`src/rtl/jtframe_cheat_uart.sv`:
```
// jtframe_cheat_uart
//
// Byte-wide 8N1 serial transceiver for the cheat/debug CPU. One start bit,
// eight data bits LSB first and one stop bit, no parity. Everything runs in
// the CPU clock domain; a shared oversampling tick (16 ticks per bit) paces
// both directions.
//
// Ports:
//   clk       system clock, all logic on its rising edge
//   rst       synchronous active-high reset
//   uart_rx   serial input, idles high, asynchronous to clk
//   uart_tx   serial output, registered, high when idle
//   rx_data   last received byte
//   rx_error  sticky framing/overrun flag
//   rx_rdy    sticky "new byte available" flag
//   rx_clr    one-cycle strobe clearing rx_rdy and rx_error
//   tx_busy   high while a frame is being sent
//   tx_data   byte to send, sampled on tx_wr
//   tx_wr     one-cycle write strobe, ignored while busy
//
// Parameter CLK_DIVIDER: a tick occurs every CLK_DIVIDER+1 clocks, so one bit
// lasts 16*(CLK_DIVIDER+1) clocks.

module jtframe_cheat_uart #(
  parameter logic [4:0] CLK_DIVIDER = 5'd29
) (
  input  logic       clk,
  input  logic       rst,
  input  logic       uart_rx,
  output logic       uart_tx,
  output logic [7:0] rx_data,
  output logic       rx_error,
  output logic       rx_rdy,
  input  logic       rx_clr,
  output logic       tx_busy,
  input  logic [7:0] tx_data,
  input  logic       tx_wr
);

  typedef enum logic [2:0] {
    TX_IDLE,
    TX_ALIGN,
    TX_START,
    TX_DATA,
    TX_STOP
  } txState_t;

  typedef enum logic [1:0] {
    RX_IDLE,
    RX_START,
    RX_DATA,
    RX_STOP
  } rxState_t;

  logic [4:0] r_tickCnt;
  logic       w_tick;

  txState_t   r_txState, w_txStateNext;
  logic [3:0] r_txTickCnt, w_txTickCntNext;
  logic [2:0] r_txBitCnt, w_txBitCntNext;
  logic [7:0] r_txShift, w_txShiftNext;
  logic       r_uartTx, w_uartTxNext;
  logic       r_txBusy, w_txBusyNext;
  logic       w_txBitEnd;

  logic [1:0] r_rxSync;
  logic       r_rxPrev;
  logic       w_rxIn;
  logic       w_rxFall;
  rxState_t   r_rxState, w_rxStateNext;
  logic [3:0] r_rxTickCnt, w_rxTickCntNext;
  logic [2:0] r_rxBitCnt, w_rxBitCntNext;
  logic [7:0] r_rxShift, w_rxShiftNext;
  logic [7:0] r_rxData, w_rxDataNext;
  logic       r_rxRdy, w_rxRdyNext;
  logic       r_rxError, w_rxErrorNext;

  // Free-running oversampling tick shared by both directions.
  assign w_tick = (r_tickCnt == CLK_DIVIDER);

  always_ff @(posedge clk) begin
    if (rst) begin
      r_tickCnt <= '0;
    end else if (w_tick) begin
      r_tickCnt <= '0;
    end else begin
      r_tickCnt <= r_tickCnt + 5'd1;
    end
  end

  // ---------------------------------------------------------------------
  // Transmitter
  // ---------------------------------------------------------------------

  // A bit period ends on the 16th tick since it began.
  assign w_txBitEnd = w_tick && (r_txTickCnt == 4'd15);

  always_ff @(posedge clk) begin
    if (rst) begin
      r_txState   <= TX_IDLE;
      r_txTickCnt <= '0;
      r_txBitCnt  <= '0;
      r_txShift   <= '0;
      r_uartTx    <= 1'b1;
      r_txBusy    <= 1'b0;
    end else begin
      r_txState   <= w_txStateNext;
      r_txTickCnt <= w_txTickCntNext;
      r_txBitCnt  <= w_txBitCntNext;
      r_txShift   <= w_txShiftNext;
      r_uartTx    <= w_uartTxNext;
      r_txBusy    <= w_txBusyNext;
    end
  end

  // TX_ALIGN waits for the next tick so every bit, the start bit included,
  // spans exactly 16 ticks.
  always_comb begin
    w_txStateNext   = r_txState;
    w_txTickCntNext = r_txTickCnt;
    w_txBitCntNext  = r_txBitCnt;
    w_txShiftNext   = r_txShift;
    w_uartTxNext    = r_uartTx;
    w_txBusyNext    = r_txBusy;
    case (r_txState)
      TX_IDLE: begin
        w_uartTxNext = 1'b1;
        if (tx_wr) begin
          w_txShiftNext = tx_data;
          w_txBusyNext  = 1'b1;
          w_txStateNext = TX_ALIGN;
        end
      end
      TX_ALIGN: begin
        if (w_tick) begin
          w_uartTxNext    = 1'b0;
          w_txTickCntNext = '0;
          w_txStateNext   = TX_START;
        end
      end
      TX_START: begin
        if (w_tick) begin
          w_txTickCntNext = r_txTickCnt + 4'd1;
          if (w_txBitEnd) begin
            w_uartTxNext   = r_txShift[0];
            w_txShiftNext  = {1'b0, r_txShift[7:1]};
            w_txBitCntNext = '0;
            w_txStateNext  = TX_DATA;
          end
        end
      end
      TX_DATA: begin
        if (w_tick) begin
          w_txTickCntNext = r_txTickCnt + 4'd1;
          if (w_txBitEnd) begin
            if (r_txBitCnt == 3'd7) begin
              w_uartTxNext  = 1'b1;
              w_txStateNext = TX_STOP;
            end else begin
              w_uartTxNext   = r_txShift[0];
              w_txShiftNext  = {1'b0, r_txShift[7:1]};
              w_txBitCntNext = r_txBitCnt + 3'd1;
            end
          end
        end
      end
      TX_STOP: begin
        if (w_tick) begin
          w_txTickCntNext = r_txTickCnt + 4'd1;
          if (w_txBitEnd) begin
            w_txBusyNext  = 1'b0;
            w_txStateNext = TX_IDLE;
          end
        end
      end
      default: begin
        w_txStateNext = TX_IDLE;
      end
    endcase
  end

  // ---------------------------------------------------------------------
  // Receiver
  // ---------------------------------------------------------------------

  // Two-stage synchronizer plus one delayed copy for falling-edge detection.
  always_ff @(posedge clk) begin
    if (rst) begin
      r_rxSync <= 2'b11;
      r_rxPrev <= 1'b1;
    end else begin
      r_rxSync <= {r_rxSync[0], uart_rx};
      r_rxPrev <= r_rxSync[1];
    end
  end

  assign w_rxIn   = r_rxSync[1];
  assign w_rxFall = r_rxPrev & ~w_rxIn;

  always_ff @(posedge clk) begin
    if (rst) begin
      r_rxState   <= RX_IDLE;
      r_rxTickCnt <= '0;
      r_rxBitCnt  <= '0;
      r_rxShift   <= '0;
      r_rxData    <= '0;
      r_rxRdy     <= 1'b0;
      r_rxError   <= 1'b0;
    end else begin
      r_rxState   <= w_rxStateNext;
      r_rxTickCnt <= w_rxTickCntNext;
      r_rxBitCnt  <= w_rxBitCntNext;
      r_rxShift   <= w_rxShiftNext;
      r_rxData    <= w_rxDataNext;
      r_rxRdy     <= w_rxRdyNext;
      r_rxError   <= w_rxErrorNext;
    end
  end

  // The start bit is re-checked on its 8th tick (mid-bit); from then on every
  // 16th tick lands mid-bit. rx_clr is applied first so a frame completing in
  // the same cycle overrides it.
  always_comb begin
    w_rxStateNext   = r_rxState;
    w_rxTickCntNext = r_rxTickCnt;
    w_rxBitCntNext  = r_rxBitCnt;
    w_rxShiftNext   = r_rxShift;
    w_rxDataNext    = r_rxData;
    w_rxRdyNext     = r_rxRdy;
    w_rxErrorNext   = r_rxError;
    if (rx_clr) begin
      w_rxRdyNext   = 1'b0;
      w_rxErrorNext = 1'b0;
    end
    case (r_rxState)
      RX_IDLE: begin
        if (w_rxFall) begin
          w_rxTickCntNext = '0;
          w_rxStateNext   = RX_START;
        end
      end
      RX_START: begin
        if (w_tick) begin
          if (r_rxTickCnt == 4'd7) begin
            if (w_rxIn) begin
              w_rxStateNext = RX_IDLE;
            end else begin
              w_rxTickCntNext = '0;
              w_rxBitCntNext  = '0;
              w_rxStateNext   = RX_DATA;
            end
          end else begin
            w_rxTickCntNext = r_rxTickCnt + 4'd1;
          end
        end
      end
      RX_DATA: begin
        if (w_tick) begin
          if (r_rxTickCnt == 4'd15) begin
            w_rxShiftNext   = {w_rxIn, r_rxShift[7:1]};
            w_rxTickCntNext = '0;
            w_rxBitCntNext  = r_rxBitCnt + 3'd1;
            if (r_rxBitCnt == 3'd7) begin
              w_rxStateNext = RX_STOP;
            end
          end else begin
            w_rxTickCntNext = r_rxTickCnt + 4'd1;
          end
        end
      end
      RX_STOP: begin
        if (w_tick) begin
          if (r_rxTickCnt == 4'd15) begin
            w_rxDataNext    = r_rxShift;
            w_rxRdyNext     = 1'b1;
            w_rxErrorNext   = r_rxError | ~w_rxIn | r_rxRdy;
            w_rxTickCntNext = '0;
            w_rxStateNext   = RX_IDLE;
          end else begin
            w_rxTickCntNext = r_rxTickCnt + 4'd1;
          end
        end
      end
      default: begin
        w_rxStateNext = RX_IDLE;
      end
    endcase
  end

  assign uart_tx  = r_uartTx;
  assign tx_busy  = r_txBusy;
  assign rx_data  = r_rxData;
  assign rx_rdy   = r_rxRdy;
  assign rx_error = r_rxError;

endmodule

```
`config.mk`:
```
export PLATFORM = sky130hd
export DESIGN_NAME = jtframe_cheat_uart
export DESIGN_NICKNAME = d
export VERILOG_FILES = /design/src/rtl/jtframe_cheat_uart.sv
export SDC_FILE = /design/constraint.sdc
export NUM_CORES = 1
export LEC_CHECK = 0
export ABC_AREA = 1
export CAP_MARGIN = 25
export CORE_MARGIN = 2
export CORE_UTILIZATION = 50
export DETAILED_ROUTE_END_ITERATION = 16
export GPL_TIMING_DRIVEN = 1
export PLACE_DENSITY = 0.68
export SLEW_MARGIN = 30
export SYNTH_ARGS = -nofsm -noshare
export SYNTH_HDL_FRONTEND = slang
export SYNTH_SLANG_ARGS = --single-unit
```
`constraint.sdc`:
```
create_clock -name clk -period 1.8 [get_ports clk]
set_input_delay 0.36 -clock clk [delete_from_list [all_inputs] [get_ports clk]]
set_output_delay 0.36 -clock clk [all_outputs]
set_load 0.02 [all_outputs]
```
Word level (Yosys, flattened, before mapping) --
Cells that the tools add are included.
Cells by class: $add $sub $neg 5, multipliers 0, div/mod/pow operators 0, $lt $le $gt $ge 0, equal/unequal tests 35, shift-type cells 0, mux-type cells 66, bitwise gates (word level) 4, reduce and logical (&&, ||, !) cells 23
Operators with widths (number):
- $mux W3 | 17
- $mux W8 | 6
- $ne A2 B2 Y1 const B | 19
- $mux W4 | 8
- $pmux W8 S3 | 1
- $mux W2 | 9
- $reduce_and A6 Y1 | 3
- $mux W1 | 17
- $pmux W3 S5 | 1
- $pmux W3 S2 | 2
- $pmux W4 S3 | 1
- $eq A3 B3 Y1 const B | 3
- $reduce_and A3 Y1 | 3
- $reduce_and A9 Y1 | 1
- $add A4 B1 Y4 const B | 2
- $eq A4 B4 Y1 const B | 2
- $pmux W2 S4 | 1
- $pmux W4 S2 | 1
- $reduce_and A4 Y1 | 2
- $reduce_and A8 Y1 | 1
- $reduce_bool A2 Y1 | 4
- $reduce_and A7 Y1 | 1
- $add A3 B1 Y3 const B | 2
- $eq A3 B2 Y1 const B | 2
- 20 further kinds | 24
Storage, ports and cells: register bits after elaboration 55, latch bits 0, memory bits (writable) 0, bits in read-only memories 0, input bits 13, output and inout bits 12, logic and storage cells 149, memories kept 0

Logic depth before layout (Yosys ltp) --
Gate-level depths: netlist of the first run.
depth after elaboration 6, mapped depth 11, depth with buffers taken out 11

Worst setup path after synthesis of the first run --
No wires, ideal clock.
kind flip-flop to flip-flop, from reg r_tickCnt[0], to reg r_txShift[4], library setup time 0.115 ns, arrival time 1.314 ns, data required time 1.685 ns, slack 0.371 ns, cell stages (with the launch flop) 10, path buffers 1, period minus slack after synthesis 1.429 ns, path through dfxtp_1 -> ha_1 -> nand2_1 -> nor2_8 -> nand2_4 -> nand2_4 -> nand3_4 -> buf_6 -> o21ai_2 -> a21oi_2
Between the ends: cells in the longest elaborated chain, start to end 4, elaborated cells between the ends (all ways) 7, those cells by class 5 x eq/ne; 2 x reduce/logical
RTL lines:
- from (decl) | RTL line 55 | logic [4:0] r_tickCnt;
- from (signal assigned) | RTL line 87 | r_tickCnt <= r_tickCnt + 5'd1;
- $eq A5 B5 Y1 * | RTL line 79 | assign w_tick = (r_tickCnt == CLK_DIVIDER);
- $logic_and A1 B1 Y1 | RTL line 96 | assign w_txBitEnd = w_tick && (r_txTickCnt == 4'd15);
- $ne A2 B2 Y1 (no line)
- $reduce_and A7 Y1 (no line) *
- to (signal assigned) | RTL line 110 | r_txShift <= w_txShiftNext;
- to (decl) | RTL line 61 | logic [7:0] r_txShift, w_txShiftNext;
Every way passes the cells marked *; elsewhere a longest branch is shown, timed or not. A chain may end at the register's enable or synchronous reset.

Worst setup path in the final report of the first run --
from reg r_rxError (netlist: rx_error), to out rx_error
RTL lines:
- from (decl) | RTL line 76 | logic r_rxError, w_rxErrorNext;
- from (signal assigned) | RTL line 216 | r_rxError <= w_rxErrorNext;
- to (decl) | RTL line 32 | output logic rx_error,
No word-level cell between the ends.

==> results of run 1 <==
==> placed cells by master (no fill, tap or decap) <==
cell type         n
nand2_1          57
dfxtp_1          55
inv_1            49
a21oi_1          40
nor2_1           32
o21ai_0          29
nand3_1          27
clkdlybuf4s50_1  24
nand2_2           9
ha_1              8
buf_4             6
clkbuf_8          5
nor2_2            4
o21ai_2           4
xor2_1            4
nand2_4           3
a21oi_2           3
inv_2             3
nand3_2           2
nand3b_1          2
nand3_4           2
or2_2             2
nor2_8            1
nor2_4            1
o22ai_1           1
nand4_1           1
nand4_4           1
nor3_1            1
a211oi_1          1
xnor2_1           1
o21ai_1           1
inv_6             1
inv_8             1
clkinvlp_4        1
==> synth_stat cells <==
library cell | number | share of area [%]
nor2_8 | 1 | 0.75
inv_1 | 49 | 6.9
nand3_4 | 2 | 1.3
buf_1 | 2 | 0.28
nand2_2 | 9 | 2.1
o21ai_0 | 29 | 5.4
nand3b_1 | 2 | 0.56
nand3_1 | 27 | 5.0
nand2_4 | 3 | 1.3
dfxtp_1 | 55 | 41
o22ai_1 | 1 | 0.23
nand4_1 | 1 | 0.23
o21ai_2 | 4 | 1.3
nand4_4 | 1 | 0.79
nor2_4 | 1 | 0.42
a21oi_1 | 40 | 7.5
xnor2_1 | 1 | 0.33
a211oi_1 | 1 | 0.28
nand3_2 | 2 | 0.75
o21ai_1 | 1 | 0.19
buf_2 | 1 | 0.19
nand2_1 | 57 | 8.0
nor2_2 | 4 | 0.93
clkbuf_1 | 3 | 0.42
a21oi_2 | 3 | 0.98
inv_2 | 3 | 0.42
buf_6 | 5 | 2.1
ha_1 | 8 | 3.7
or2_2 | 2 | 0.47
nor3_1 | 1 | 0.19
nor2_1 | 32 | 4.5
xor2_1 | 4 | 1.3
==> worst register-to-register path, stage by stage, from the launching register on <==
cell     delay [ns]
dfxtp_1        0.40
ha_1           0.17
nand2_1        0.12
nor2_8         0.19
nand2_4        0.09
nand2_4        0.10
nand3_4        0.17
o21ai_0        0.20
a21oi_1        0.07
==> registers in the layout, indices dropped and copies added (netlist names), 4 cells and up, named ones only <==
signal	flops
r_txTickCnt	4
r_txShift	8
r_rxTickCnt	4
rx_data	8
r_tickCnt	5
r_rxShift	8
==> layer usage <==
metal | up-vias | share of wire, %
met3 | 4 | 3.2
li1 | 1194 | -
met2 | 39 | 49
met1 | 996 | 47
met4 | 0 | 0.96
met5 | - | 0
==> final timing paths <==
| path | to | slack [ns] | cells after the start |
|---|---|---|---|
| setup / recovery | rx_error | 0.15 | 1 |
| hold / removal | r_rxSync[1] | 0.42 | 1 |
| setup reg to reg | r_txShift[3] | 0.19 | 8 |
| hold reg to reg | r_rxSync[1] | 0.42 | 1 |
==> power groups by stage <==
| stage | sequential, uW | clock [uW] | combinational [uW] |
|---|---|---|---|
| after floorplan | 1460 | 0 | 837 |
| final | 1440 | 728 | 987 |
| after global routing | 1460 | 805 | 1120 |
| after detailed placement | 1470 | 0 | 993 |
| after global placement | 1470 | 0 | 981 |
| after CTS | 1440 | 767 | 993 |
==> layout make-up <==
type,instances,area (sq um)
well taps,70,87.58
fillers,522,2074
clock buffers,5,68.82
clock inverters,3,27.53
flip-flops and latches,55,1101
repair buffers,30,285.3
inverters,52,195.2
multi-input cells,237,1300
==> kinds of logic after synthesis <==
| logic type | synth area share (%) |
|---|---|
| flops | 41.14 |
| xor+xnor | 1.636 |
| fa+ha+maj | 3.740 |
| simple gates | 27.30 |
| compound gates | 15.90 |
| buf+inv | 10.29 |
==> through the flow <==
stage	power, uW	hold WS, ns	setup slack [ns]	instance area [sq um]
final	3158	0.4201	0.1470	3065
after global routing	3385	0.4523	0.01642	3065
after CTS	3204	0.4254	0.1287	3065
after detailed placement	2463	0.3990	0.1691	2969
after global placement	2448	0.3924	0.2104	2969
after floorplan	2297	0.3895	0.3713	2676
==> key figures, run 1 <==
Status
  – Status: finished clean

Cells and area
  – Share of layout cells above drive strength 1: 12.83%
  – Fin nets: 402
  – # diodes: 0
  – Non-Filler Instances: 452
  – Synthesis-to-layout area growth: 14.54%
  – Layout Utilization: 59.64%

Worst setup path
  – Critical path's slowest cell: clkdlybuf4s50_1
  – Worst Path Arrival: 1.29 ns
  – Worst r2r src: r_tickCnt[0]
  – Crit Path Class: flip-flop to output pin
  – Sequence of cells on the critical path: clkdlybuf4s50_1
  – Critical path required time: 1.44 ns
  – CP peak stage delay: 0.62 ns
  – Crit end category: output pin
  – CP top delay family: buffers and inverters
  – Crit Path Max Fanout: 3
  – Crit. Startpoint: rx_error
  – Startpoint types: flip-flop
  – Worst path bufs/invs: 1

Power and ir drop
  – Max VDD drop: 0.8348 mV
  – Gate power share: 31.2%
  – Net Switching: 1154 uW
  – Sw Ratio: 36.55%
  – Power Density: 1030 nW/um^2
  – Leakage power: around 0.0013 uW
  – Internal power: 2004 uW
  – Sequential share of power: 45.7%
  – Clock share of power: between 20% and 30%

Timing
  – Clock skew: around 0.0042 ns
  – Rel. slew slack: between 70% and 80%
  – Final Critical Period: between 1.5 and 2 ns
  – Final hold vios: 0
  – Setup Viol. Count Final: 0
  – Fmax: roughly 600 MHz
  – Period utilisation layout: 91.83%
  – Setup_tns: 0 ns
  – RSZ-0062 raised after global routing: no
  – Worst slew pin tran: 0.3037 ns
  – Max-slew violations: 0

Global routing
  – First-pass GRT wire length: ~8900 um
  – GR Overflow Total: 0
  – Met2 Track Usage GR: 31.74%
  – Number of global-route vias before repair: between 2000 and 2500
  – Met1 GRT Util: 21.90%
  – Global Route Usage Sum: 18.16%
  – Initial antenna violation count: 0
  – Met3 global-route usage: 4.588%
  – Pin count of the biggest net entering global routing: 25
  – Global routing's busiest layer: met2

Die
  – Boundary Pins: 25
  – Die height: 77.16 um
  – Die area: 5954 sq um
  – Die W: 77.16 um
  – Core Area: between 5000 and 6000 sq um
  – Row count: 26
  – Initial core utilization: 52.07%

Yosys
  – Sequential area share after synthesis: between 40% and 50%
  – Post-Syn Area: 2676 sq um
  – Number of synthesized register bits: between 50 and 60
  – Ys Warns: 0
  – Net count after synthesis: 376
  – Library cells used by synthesis: 32
  – Synthesized instance count: 355
  – Avg Cell Area, Syn: 7.539 sq um

Clock network
  – Clock Path Buffers: 2
  – H-tree levels: 2
  – CTS root buf: clkbuf_8
  – Post-CTS Resized: 0
  – Clock slew at reported path FFs: 0.11 ns
  – Cts bufs inserted: 5
  – Clock Latency Late Sink: 0.31 ns
  – Setup Buffers After CTS: 0
  – CTS Sinks: 55
  – CTS Hold Bufs: 0
  – CTS tree: done

Detailed routing
  – Drt drc: 0
  – Antenna-violating nets left: 0
  – Detailed-route via count: 2233
  – DR WL/cell: 11.10 um
  – Drt pass-1 iters: 4
  – Wirelength, routed: roughly 5000 um
  – 1st-iter DRT viols: 49
  – Vias/cell: approximately 4.9

Place
  – RePlAce Congestion: 0.8415
  – Dpl hpwl: about 3700 um
  – Inst Count DP: 444
  – Port Buffers: 24

Run
  – Max Cap Violations: 0

Worst hold path
  – Hold Crit Class: flip-flop to flip-flop
  – HP Start: r_rxSync[0]
(Power assumes the default switching activity.)
==> run 2, diff against run 1 <==
Settings changed: CORE_MARGIN 2 to 5.
==> run 2 against run 1 <==
- clock skew grew 0.0048 ns
- sequential cell count stayed put
- largest power group unchanged
- final cell count did not move
- power rose by 7.9%
- highest routed layer unchanged
- routed wire length grew 1.7%
- clock power rose by 31%
==> key figures, run 2 (synthesis results as in run 1) <==
Status
  – Status: finished clean

Die
  – Die area: 6916 sq um (+16%)
  – Boundary Pins: 25 (unchanged)
  – Initial core utilization: 52.07% (unchanged)
  – Die W: 83.16 um (+7.8%)
  – Die height: 83.16 um (+7.8%)
  – Row count: 26 (unchanged)
  – Core Area: 5140 sq um (unchanged)

Worst setup path
  – Sequence of cells on the critical path: clkdlybuf4s50_1
  – FF-to-FF End: r_txShift[7]
  – Startpoint types: flip-flop
  – Crit Path Max Fanout: 3 (unchanged)
  – Critical path's slowest cell: clkdlybuf4s50_1
  – Crit Path Class: flip-flop to output pin
  – Worst Path Arrival: 1.28 ns (about the same)
  – R2r setup slk: 0.21 ns (+0.02 ns)
  – Register-to-Register Path Depth: 8 (unchanged)
  – Worst r2r src: r_tickCnt[0]
  – Critical path required time: 1.44 ns (about the same)
  – CP peak stage delay: 0.62 ns (about the same)
  – Worst path bufs/invs: 1 (unchanged)
  – Crit end category: output pin
  – CP top delay family: buffers and inverters

Cells and area
  – Synthesis-to-layout area growth: 16.04%
  – Commonest non-fill, non-tap cell in the layout: nand2_1
  – # diodes: 0 (unchanged)
  – Most frequent cells in the layout: 57 x nand2_1, 55 x dfxtp_1, 49 x inv_1
  – Fin nets: 402 (unchanged)
  – Fill count: 532 (+1.9%)
  – Share of layout cells above drive strength 1: 12.83% (unchanged)

Place
  – Dpl hpwl: 3690 um (-1.3%)
  – RePlAce Congestion: 0.8881 (+5.5%)
  – Port Buffers: 24 (unchanged)

Power and ir drop
  – Leakage power: 0.001318 uW (+1.4%)
  – Power Density: 1097 nW/um^2 (+6.5%)
  – Max VDD drop: 0.7428 mV (-11%)

Timing
  – Final hold vios: 0 (unchanged)
  – Setup Viol. Count Final: 0 (unchanged)
  – RSZ-0062 raised after global routing: no
  – Rel. slew slack: 80.76% (+1.0 points)
  – WHS: 0.4117 ns (-0.008479 ns)
  – Final Critical Period: 1.637 ns (-0.01632 ns)
  – Setup_tns: 0 ns (unchanged)
  – Period utilisation layout: 90.93% (-0.91 points)
  – Max-slew violations: 0 (unchanged)
  – Clock skew: 0.009001 ns (+0.004781 ns)
  – Worst slew pin tran: 0.2882 ns (-0.01555 ns)
  – Fmax: 611.0 MHz (+1.0%)

Clock network
  – H-tree levels: 2 (unchanged)
  – CTS Sinks: 55 (unchanged)
  – CTS root buf: clkbuf_8
  – Post-CTS Resized: 0 (unchanged)
  – Clock Latency Late Sink: 0.30 ns (about the same)
  – CTS tree: done
  – Cts bufs inserted: 5 (unchanged)
  – Setup Buffers After CTS: 0 (unchanged)
  – CTS Hold Bufs: 0 (unchanged)
  – Clock Path Buffers: 2 (unchanged)
  – Clock slew at reported path FFs: 0.10 ns (about the same)

Detailed routing
  – DR WL/cell: 11.28 um (+1.7%)
  – Detailed-route via count: 2217 (-0.72%)
  – Wirelength, routed: 5098 um (+1.7%)
  – Drt pass-1 iters: 4 (unchanged)
  – 1st-iter DRT viols: 107 (+120%)
  – Antenna-violating nets left: 0 (unchanged)
  – Vias/cell: 4.905 (-0.72%)
  – Drt drc: 0 (unchanged)

Worst hold path
  – Hold Path Stages: 1 (unchanged)
  – HP Start: r_rxSync[0]
  – Worst hold endpoint: r_rxSync[1]
  – Hold Crit Class: flip-flop to flip-flop

Global routing
  – Global Route Usage Sum: 15.20% (-3.0 points)
  – First-pass GRT wire length: 8990 um (+0.93%)
  – Initial antenna violation count: 0 (unchanged)
  – Pin count of the biggest net entering global routing: 27 (+8.0%)
  – Number of global-route vias before repair: 2017 (-1.9%)
  – GR Overflow Total: 0 (unchanged)

Run
  – Max Cap Violations: 0 (unchanged)
-- run 2: where the power goes --
part           switching, uW  internal [uW]  leakage, uW  total [uW]
Sequential               101           1340     0.000448        1440
Combinational            637            374     0.000806        1010
Clock                    400            555    0.0000644         955
-- run 2: per-stage QoR --
stage                     utilization (%)  cell area, sq um  std cells  worst slack [ns]  total power, uW
after floorplan                         -              2676        355            0.3713             2297
after global placement              57.77              2969        444            0.2307             2455
after detailed placement            57.77              2969        444            0.2039             2469
after CTS                           60.42              3105        452            0.1429             3429
after global routing                60.42              3105        452           0.07139             3633
final                               60.42              3105        452            0.1633             3406
-- run 2: how the worst max path moves through the flow --
| stage | startpoint | to | slack [ns] | depth (start not counted) |
|---|---|---|---|---|
| floorplan | r_tickCnt[0] | r_txShift[4] | 0.37 | 9 |
| global placement | tx_wr | r_txState[2] | 0.23 | 7 |
| detailed placement | tx_wr | r_txState[0] | 0.20 | 7 |
| CTS | rx_rdy | rx_rdy | 0.14 | 1 |
| global route | r_tickCnt[0] | r_txShift[7] | 0.07 | 8 |
| finish | rx_rdy | rx_rdy | 0.16 | 1 |
-- run 2: per-layer routing --
metal  up-vias  track usage, %  wire, um
met5         -               0         0
met3         7           3.069       183
met1       986           19.74      2539
met4         0           4.309        57
li1       1188               -         -
met2        36           25.51      2318
-- run 2: cell type report --
type	count	area [sq um]	share of cell area (%)
clock inverters	3	67.56	2.176
flip-flops and latches	55	1101	35.46
multi-input cells	237	1300	41.86
well taps	70	87.58	2.820
clock buffers	5	68.82	2.216
inverters	52	195.2	6.285
repair buffers	30	285.3	9.186
